**config.mk**
```make
export PLATFORM = sky130hd
export DESIGN_NAME = video_timing_gen
export DESIGN_NICKNAME = d
export VERILOG_FILES = /design/src/rtl/video_timing_gen.sv
export SDC_FILE = /design/constraint.sdc
export NUM_CORES = 1
export LEC_CHECK = 0
export ABC_AREA = 1
export CAP_MARGIN = 20
export CORE_UTILIZATION = 55
export CTS_CLUSTER_DIAMETER = 40
export DETAILED_ROUTE_END_ITERATION = 12
export PLACE_DENSITY = 0.79
export SYNTH_ARGS = -nofsm -noshare
export SYNTH_HDL_FRONTEND = slang
export SYNTH_SLANG_ARGS = --single-unit
```
**constraint.sdc**
```tcl
create_clock -name Clock -period 1.97 [get_ports Clock]
set_input_delay 0.394 -clock Clock [delete_from_list [all_inputs] [get_ports Clock]]
set_output_delay 0.394 -clock Clock [all_outputs]
set_load 0.02 [all_outputs]
```
**src/rtl/video_timing_gen.sv**
```systemverilog
// rtl/video_timing_gen.sv - free-running H/V video timing generator with selectable test patterns
// All outputs are registered one cycle behind the counters so pixel data and VDE stay aligned.
module video_timing_gen #(
  parameter int XADRSWidth = 11,
  parameter int YADRSWidth = 10,
  parameter int H_ACTIVE   = 1280,
  parameter int H_FP       = 110,
  parameter int H_SYNC     = 40,
  parameter int H_BP       = 220,
  parameter int V_ACTIVE   = 720,
  parameter int V_FP       = 5,
  parameter int V_SYNC     = 5,
  parameter int V_BP       = 20,
  parameter bit SYNC_POL   = 1'b1
) (
  input  logic        Clock,
  input  logic        Reset,
  input  logic        i_Enable,
  input  logic [1:0]  i_Pattern,
  output logic [23:0] o_pixelData,
  output logic        o_HSync,
  output logic        o_VSync,
  output logic        o_HBlank,
  output logic        o_VBlank,
  output logic        o_VDE,
  output logic        o_FrameStart
);

  localparam int H_TOTAL = H_ACTIVE + H_FP + H_SYNC + H_BP;
  localparam int V_TOTAL = V_ACTIVE + V_FP + V_SYNC + V_BP;

  localparam logic [XADRSWidth-1:0] H_LAST     = XADRSWidth'(H_TOTAL - 1);
  localparam logic [XADRSWidth-1:0] H_ACT_END  = XADRSWidth'(H_ACTIVE);
  localparam logic [XADRSWidth-1:0] HS_START   = XADRSWidth'(H_ACTIVE + H_FP);
  localparam logic [XADRSWidth-1:0] HS_END     = XADRSWidth'(H_ACTIVE + H_FP + H_SYNC);
  localparam logic [XADRSWidth-1:0] BAR_W      = XADRSWidth'(H_ACTIVE / 8);
  localparam logic [XADRSWidth-1:0] BAR_MAX    = XADRSWidth'(7);

  localparam logic [YADRSWidth-1:0] V_LAST     = YADRSWidth'(V_TOTAL - 1);
  localparam logic [YADRSWidth-1:0] V_ACT_END  = YADRSWidth'(V_ACTIVE);
  localparam logic [YADRSWidth-1:0] VS_START   = YADRSWidth'(V_ACTIVE + V_FP);
  localparam logic [YADRSWidth-1:0] VS_END     = YADRSWidth'(V_ACTIVE + V_FP + V_SYNC);

  logic [XADRSWidth-1:0] h;
  logic [YADRSWidth-1:0] v;
  logic [1:0]            pat_q;

  logic                  h_act;
  logic                  v_act;
  logic                  hs_act;
  logic                  vs_act;
  logic                  frame_first;
  logic [1:0]            pat_eff;
  logic [XADRSWidth-1:0] bar_idx;
  logic [2:0]            bar_sel;
  logic [23:0]           pix;

  always_comb begin
    h_act       = (h < H_ACT_END);
    v_act       = (v < V_ACT_END);
    hs_act      = (h >= HS_START) && (h < HS_END);
    vs_act      = (v >= VS_START) && (v < VS_END);
    frame_first = (h == '0) && (v == '0);
    // The frame-start pixel already uses the newly selected pattern, so a frame is never mixed.
    pat_eff     = frame_first ? i_Pattern : pat_q;
    bar_idx     = h / BAR_W;
    bar_sel     = (bar_idx > BAR_MAX) ? 3'd7 : bar_idx[2:0];
    pix         = '0;
    case (pat_eff)
      2'd0: begin
        case (bar_sel)
          3'd0:    pix = 24'hFFFFFF;
          3'd1:    pix = 24'hFFFF00;
          3'd2:    pix = 24'h00FFFF;
          3'd3:    pix = 24'h00FF00;
          3'd4:    pix = 24'hFF00FF;
          3'd5:    pix = 24'hFF0000;
          3'd6:    pix = 24'h0000FF;
          default: pix = 24'h000000;
        endcase
      end
      2'd1:    pix = {3{h[7:0]}};
      2'd2:    pix = (h[5] ^ v[5]) ? 24'hFFFFFF : 24'h000000;
      default: pix = 24'h808080;
    endcase
  end

  always_ff @(posedge Clock or negedge Reset) begin
    if (!Reset) begin
      h <= '0;
      v <= '0;
    end else if (!i_Enable) begin
      h <= '0;
      v <= '0;
    end else if (h == H_LAST) begin
      h <= '0;
      v <= (v == V_LAST) ? '0 : v + 1'b1;
    end else begin
      h <= h + 1'b1;
    end
  end

  always_ff @(posedge Clock or negedge Reset) begin
    if (!Reset) begin
      pat_q        <= '0;
      o_pixelData  <= '0;
      o_HSync      <= ~SYNC_POL;
      o_VSync      <= ~SYNC_POL;
      o_HBlank     <= 1'b1;
      o_VBlank     <= 1'b1;
      o_VDE        <= 1'b0;
      o_FrameStart <= 1'b0;
    end else if (!i_Enable) begin
      o_pixelData  <= '0;
      o_HSync      <= ~SYNC_POL;
      o_VSync      <= ~SYNC_POL;
      o_HBlank     <= 1'b1;
      o_VBlank     <= 1'b1;
      o_VDE        <= 1'b0;
      o_FrameStart <= 1'b0;
    end else begin
      if (frame_first) begin
        pat_q <= i_Pattern;
      end
      o_pixelData  <= (h_act && v_act) ? pix : 24'h000000;
      o_HSync      <= hs_act ? SYNC_POL : ~SYNC_POL;
      o_VSync      <= vs_act ? SYNC_POL : ~SYNC_POL;
      o_HBlank     <= ~h_act;
      o_VBlank     <= ~v_act;
      o_VDE        <= h_act && v_act;
      o_FrameStart <= frame_first;
    end
  end

endmodule

```
==> impl_metrics.ini, run 1 <==
[detailed_routing]
wl_mm = 6.73
drt.antenna.violating_nets = 0
initial_drt_pass_iterations = 6
route.vias.total = 2633
drt-vias-per-instance = 5.35
avgRoutedWirePerCell_um = 13.7
drc = 0
drt_first_iter_violations = 147

[job]
max_cap_viol_count = 0

[timing]
timing.fmax_mhz = 534
worst_hold_slack_ns = 0.493
setup_tns_ns = 0
timing.final.setup_violations = 0
worst_clk_skew_ns = 0.0141
share_of_the_clock_period_used_by_the_worst_path = 0.951
slew-limit-headroom = 0.685
rsz_0062_raised_after_global_routing = yes
worst_slew_pin_slew_ns = 0.461
finalMaxSlewViolations = 0
final.min_clock_period_ns = 1.87
final-hold-violation-count = 0

[synth]
async_reset_ff_frac = 1.00
synth_seq_cells = 53
synth-main-ff-cell = sky130_fd_sc_hd__dfrtp_1
yosys.cell_count.top_type = sky130_fd_sc_hd__nand2_1
netlist_area_um2 = 2900
number_of_synthesized_flops_with_an_enable_pin = 0
post_synth_inst_count = 362
yosysTopAreaCell = sky130_fd_sc_hd__dfrtp_1
synth_area_per_cell_um2 = 8.01
synth-seq-area-share = 0.458
post_synth_main_area_contributors = sky130_fd_sc_hd__dfrtp_1, sky130_fd_sc_hd__nand2_1, sky130_fd_sc_hd__inv_1, sky130_fd_sc_hd__nor2_1, sky130_fd_sc_hd__nand3_1
netlist_top_cells_count = sky130_fd_sc_hd__nand2_1, sky130_fd_sc_hd__inv_1, sky130_fd_sc_hd__dfrtp_1, sky130_fd_sc_hd__nor2_1, sky130_fd_sc_hd__nand3_1
synthesized_net_count = 374
yosys_top_cell_area_share = 0.440
ys_types = 40
yosysWarningCount = 0

[floorplan]
starting_density = 0.568
floorplan.die_area_um2 = 5570
rows = 26
floorplan.die.height_um = 74.6
floorplan.io_pins = 35
core_area_um2 = 5110
die-width_um = 74.6

[grt]
total_routing_usage_reported_by_global_routing = 0.254
grt_antenna_before_repair = 0
first_global_vias = 2452
grt_start_max_net_pins = 23
grt_overflow_total = 0
grt_pass1_wl_mm = 10.8

[worst_setup_path]
timing.setup.critical_path_class = reg2reg
crit_path_max_incr_delay_ns = 0.41
cp_cell_sequence = inv_1 > ha_2 > nand3_1 > nor2_2 > nand4_1 > nand2_4 > nand3_4 > nor2_4 > nor2_1 > nor2_1
path_common_cell = sky130_fd_sc_hd__nor2_1
worst_setup_path_start_kind = flip-flop
critical-path-slowest-cell = sky130_fd_sc_hd__dfrtp_1
cp.arrival_ns = 2.11
cp.required_ns = 2.21
endpoint_kind = flip-flop
crit_fanout = 8

[finish]
regArea_um2 = 1330
fillers = 397
synthToLayoutAreaGrowth_pct = 25.3
multi_input_comb_area_um2 = 1360
layout-drive-gt1-share = 0.185
finalNetCount = 433
antenna-diode-count = 0

[outcome]
outcome = finished clean

[clock_tree]
cts.root.buffer_cell = sky130_fd_sc_hd__clkbuf_8
numCtsBuffers = 5
cts_max_level = 2
clk-insertion-delay-late_ns = 0.31
tritoncts_num_sinks = 53
cts.clk_slew.worst_paths_ns = 0.09
tritoncts_clock_tree = yes
clock_path_buffers = 2

[min_path]
holdCritPathClass = in2async

[placement]
buffer_ports.inserted = 34
dp.final_hpwl_mm = 4.93
gpl.final_weighted_congestion = 0.928

[power]
vdd_ir_drop_max_mv = 0.376
static-leakage-power_nw = 1.84
pwr_density_cell_nw_per_um2 = 793
[worst paths after layout]
path,startpoint,end,slack [ns],cells past startpoint
worst max-delay path,v[1],o_pixelData[22],0.1,10
worst min-delay path,Reset,o_pixelData[14],0.49,2
worst max register to register,v[1],o_pixelData[22],0.1,10
worst min register to register,h[3],h[3],0.55,1
max in group asynchronous,Reset,h[4],0.84,3
min in group Clock,h[3],h[3],0.55,1
[through the flow]
stage	cells	cell area, um2	setup WS, ns	power (mW)	utilization
after floorplan	362	2900	0.234	1.77	-
after global placement	475	3390	0.111	2.08	0.663
after detailed placement	475	3390	0.0635	2.10	0.663
after CTS	484	3510	0.0397	2.83	0.687
after global routing	492	3630	-0.0554	3.02	0.711
final	492	3630	0.0965	2.88	0.711
[critical path: cells and delay by family (launching register included)]
kind	cells	cell delay, ns
flip-flops	1	0.41
AND/OR/NAND/NOR	8	1.06
adder cells (fa/ha/maj)	1	0.22
buffers and inverters	1	0.11
[registers in the layout, indices dropped and copies added (netlist names)]
name / flops
o_FrameStart: 1
o_HBlank: 1
o_pixelData: 24
o_VDE: 1
o_VSync: 1
h: 11
o_VBlank: 1
pat_q: 2
o_HSync: 1
v: 10
[metal layers]
layer | track usage | share of wire
met5 | 0 | 0
met3 | 0.0375 | 0.054
met1 | 0.304 | 0.40
met2 | 0.464 | 0.52
met4 | 0.0901 | 0.022
[what timing repair did]
action                                  4_1_cts  5_1_grt
hold buffers                                  1        0
gates resized for setup                       0       19
endpoints found under the setup margin        0       28
setup buffers                                 0        7
hold endpoints to repair                     12        0
[layout make-up]
cell class / instances / area share
tap: 70 / 0.0241
sequential: 53 / 0.367
clock inverter: 2 / 0.0107
multi-input combinational: 244 / 0.375
timing repair buffer: 56 / 0.138
clock buffer: 6 / 0.0200
inverter: 61 / 0.0644
[logic make-up (layout without fill, tap and decap cells)]
kind of cell / after synthesis / in the layout / synth area share
AO/OA/AOI/OAI: 51 / 51 / 0.111
XOR/XNOR: 2 / 2 / 0.00604
adder cells (fa/ha/maj): 7 / 7 / 0.0302
buffers and inverters: 66 / 125 / 0.0936
flip-flops: 53 / 53 / 0.458
AND/OR/NAND/NOR: 183 / 184 / 0.301
[where the power goes]
| group | total [mW] | switching (mW) | internal [mW] |
|---|---|---|---|
| combinational | 0.886 | 0.533 | 0.354 |
| clock | 0.743 | 0.361 | 0.382 |
| sequential | 1.25 | 0.0413 | 1.21 |
[cell usage in the layout, fill, tap and decap left out, types with 2 or more instances in the layout]
| master | instances |
|---|---|
| sky130_fd_sc_hd__buf_4 | 21 |
| sky130_fd_sc_hd__a21oi_1 | 21 |
| sky130_fd_sc_hd__nand2_1 | 71 |
| sky130_fd_sc_hd__a21oi_2 | 4 |
| sky130_fd_sc_hd__clkbuf_8 | 5 |
| sky130_fd_sc_hd__o21ai_0 | 11 |
| sky130_fd_sc_hd__inv_4 | 2 |
| sky130_fd_sc_hd__nor4_1 | 2 |
| sky130_fd_sc_hd__nand2_4 | 3 |
| sky130_fd_sc_hd__nor2_4 | 5 |
| sky130_fd_sc_hd__dfrtp_1 | 47 |
| sky130_fd_sc_hd__dfrtp_2 | 4 |
| sky130_fd_sc_hd__o21a_1 | 2 |
| sky130_fd_sc_hd__inv_1 | 54 |
| sky130_fd_sc_hd__inv_2 | 5 |
| sky130_fd_sc_hd__dfstp_2 | 2 |
| sky130_fd_sc_hd__nand3_1 | 27 |
| sky130_fd_sc_hd__nor3_1 | 7 |
| sky130_fd_sc_hd__nand3_4 | 3 |
| sky130_fd_sc_hd__xor2_1 | 2 |
| sky130_fd_sc_hd__nand2_2 | 7 |
| sky130_fd_sc_hd__clkdlybuf4s50_1 | 33 |
| sky130_fd_sc_hd__nand3_2 | 5 |
| sky130_fd_sc_hd__nand4_1 | 5 |
| sky130_fd_sc_hd__nor2_2 | 3 |
| sky130_fd_sc_hd__nor2_1 | 44 |
| sky130_fd_sc_hd__ha_1 | 6 |
(Power assumes the default switching activity.)
==> inputs of run 2 (changes only) <==
--- a/config.mk
+++ b/config.mk
@@ -6,11 +6,13 @@
 export NUM_CORES = 1
 export LEC_CHECK = 0
 export ABC_AREA = 1
+export ABC_CLOCK_PERIOD_IN_PS = 1970
 export CAP_MARGIN = 20
-export CORE_UTILIZATION = 55
+export CORE_UTILIZATION = 46
 export CTS_CLUSTER_DIAMETER = 40
 export DETAILED_ROUTE_END_ITERATION = 12
-export PLACE_DENSITY = 0.79
+export GPL_TIMING_DRIVEN = 0
+export PLACE_DENSITY = 0.68
 export SYNTH_ARGS = -nofsm -noshare
 export SYNTH_HDL_FRONTEND = slang
 export SYNTH_SLANG_ARGS = --single-unit
==> run 2 against run 1 <==
  * Routed wire length fell by 5.1%
  * Cell count fell by 0.61%
  * Critical path type unchanged
  * Design area fell by 0.41%
  * Flip-flop and latch count did not move
  * Setup slack got worse by 0.019 ns
  * Register-to-register slack got worse by 0.02 ns
  * Die area rose by 19%
  * Critical endpoint is now o_pixelData[2]
  * Via count fell by 5.9%
  * Global-route usage fell by 4.0 points
  * Non-clock buffer count fell by 7
==> impl_metrics.ini, run 2 (same netlist as run 1, synthesis figures left out) <==
[power]
p_int_mw = 1.98
swShare = 0.316
pwr-share-clk = 0.264
pwr_density_cell_nw_per_um2 = 800
switching_power_mw = 0.916
power.share.sequential = 0.433
static-leakage-power_nw = 1.83
vdd_ir_drop_max_mv = 0.432
power_frac_comb = 0.303

[floorplan]
floorplan.die_area_um2 = 6630
starting_density = 0.484
floorplan.die.height_um = 81.4
core_area_um2 = 5990
rows = 28
die-width_um = 81.4
floorplan.io_pins = 35

[clock_tree]
clk-insertion-delay-late_ns = 0.31
cts.root.buffer_cell = sky130_fd_sc_hd__clkbuf_8
tritoncts_clock_tree = yes
numCtsBuffers = 5
clock_path_buffers = 2
count_of_hold_buffers_inserted_by_post_cts_repair = 0
tritoncts_num_sinks = 53
cts.clk_slew.worst_paths_ns = 0.10
cts_max_level = 2

[worst_setup_path]
worst_setup_path_start_kind = flip-flop
crit_path_max_incr_delay_ns = 0.44
rr_startpoint = h[0]
cp_cell_sequence = inv_1 > ha_1 > inv_2 > nor3_4 > nand4_1 > nand2_4 > nand3_2 > inv_1 > nand2_4 > a21oi_1
timing.reg2reg.setup_slack_ns = 0.08
crit_fanout = 10
critical-path-slowest-cell = sky130_fd_sc_hd__dfrtp_2
reg2reg_to = o_pixelData[2]
cp.required_ns = 2.19
timing.setup.critical_path_class = reg2reg
rr_worst_depth = 10
critical_path_buf_inv_count = 3
cp.arrival_ns = 2.12
endpoint_kind = flip-flop
path_delay_family = simple AND/OR/NAND/NOR gates

[grt]
first_global_vias = 2322
grt_start_max_net_pins = 30
grt_overflow_total = 0
grt_antenna_before_repair = 0
total_routing_usage_reported_by_global_routing = 0.214
grt_pass1_wl_mm = 10.9

[outcome]
outcome = finished clean

[timing]
rsz_0062_raised_after_global_routing = yes
final.min_clock_period_ns = 1.89
setup_tns_ns = 0
share_of_the_clock_period_used_by_the_worst_path = 0.961
worst_slew_pin_slew_ns = 0.620
finalMaxSlewViolations = 0
worst_hold_slack_ns = 0.0950
timing.fmax_mhz = 528
timing.final.setup_violations = 0
worst_clk_skew_ns = 0.00982
slew-limit-headroom = 0.587
final-hold-violation-count = 0

[finish]
synthToLayoutAreaGrowth_pct = 24.8
antenna-diode-count = 0
registers.top_by_ff_count = o_pixelData
finalNetCount = 425
reg.largest.list = o_pixelData: 24 flops, h: 11 flops, v: 10 flops
largest_register_ffs = 24
fillers = 541
layout_commonest_cell = sky130_fd_sc_hd__nand2_1
most-common-layout-cells = sky130_fd_sc_hd__nand2_1, sky130_fd_sc_hd__inv_1, sky130_fd_sc_hd__dfrtp_1
final_cell_area_um2 = 3620
layout-drive-gt1-share = 0.179

[detailed_routing]
met2WireLength_mm = 3.15
drt-vias-per-instance = 5.07
drc = 0
route.vias.total = 2477
avgRoutedWirePerCell_um = 13.1
top_layer_used = met4
wl_mm = 6.38
dr_wl_met3_um = 314
drt.antenna.violating_nets = 0
drt_first_iter_violations = 105
initial_drt_pass_iterations = 4
wl_met1_mm = 2.84

[placement]
buffer_ports.inserted = 34
gpl.final_weighted_congestion = 0.879
cell_area_after_placement_um2 = 3350
dp.final_hpwl_mm = 4.88

[min_path]
holdCritPathClass = in2async

[job]
max_cap_viol_count = 0
-- run 2: layer usage --
layer | track usage | vias to the layer above
li1 | - | 1254
met1 | 0.279 | 1146
met2 | 0.363 | 68
met3 | 0.0393 | 9
met4 | 0.0518 | 0
met5 | 0 | -
-- run 2: worst max-delay path by stage --
stage	from	endpoint	slack, ns	cells after the start
3_3_place_gp	Reset	h[4]	-1.01	1
6_report	h[0]	o_pixelData[2]	0.08	10
2_1_floorplan	v[0]	o_pixelData[4]	0.23	11
4_1_cts	v[1]	o_pixelData[12]	-0.01	13
3_5_place_dp	i_Enable	o_pixelData[16]	-0.28	8
5_1_grt	h[0]	o_pixelData[1]	-0.01	10
-- run 2: layout make-up --
cell class                 instances  area (um2)  area share
timing repair buffer              44         425       0.118
sequential                        53        1330       0.368
buffer                             5        42.5      0.0118
clock inverter                     1        30.0     0.00830
clock buffer                       7        86.3      0.0239
inverter                          61         231      0.0640
multi-input combinational        243        1380       0.380
tap                               75        93.8      0.0259
-- run 2: worst register-to-register path: stages (launching register included) --
cell and delay, ns:
sky130_fd_sc_hd__dfrtp_2 0.44, sky130_fd_sc_hd__inv_1 0.08, sky130_fd_sc_hd__ha_1 0.17, sky130_fd_sc_hd__inv_2 0.07
sky130_fd_sc_hd__nor3_4 0.21, sky130_fd_sc_hd__nand4_1 0.18, sky130_fd_sc_hd__nand2_4 0.16, sky130_fd_sc_hd__nand3_2 0.11
sky130_fd_sc_hd__inv_1 0.12, sky130_fd_sc_hd__nand2_4 0.10, sky130_fd_sc_hd__a21oi_1 0.16
-- run 2: repair_timing --
action / CTS / global route
setup buffers: 2 / 7
pin swaps: 2 / 5
setup endpoints to repair: 24 / 30
resized for setup: 3 / 22
-- run 2: power groups by stage --
stage	Clock, mW	Sequential, mW	Combinational [mW]
6_report	0.765	1.25	0.877
5_1_grt	0.827	1.26	0.970
4_1_cts	0.784	1.26	0.837
3_5_place_dp	0	1.28	0.820
3_3_place_gp	0	1.27	0.808
2_1_floorplan	0	1.41	0.356
-- run 2: through the flow --
stage,power [mW],utilization,std cells,setup slack [ns]
6_report,2.89,0.604,489,0.0772
5_1_grt,3.06,0.604,489,-0.0115
4_1_cts,2.88,0.583,482,-0.0128
3_5_place_dp,2.10,0.559,472,-0.277
3_3_place_gp,2.08,0.557,471,-1.01
2_1_floorplan,1.77,-,362,0.234
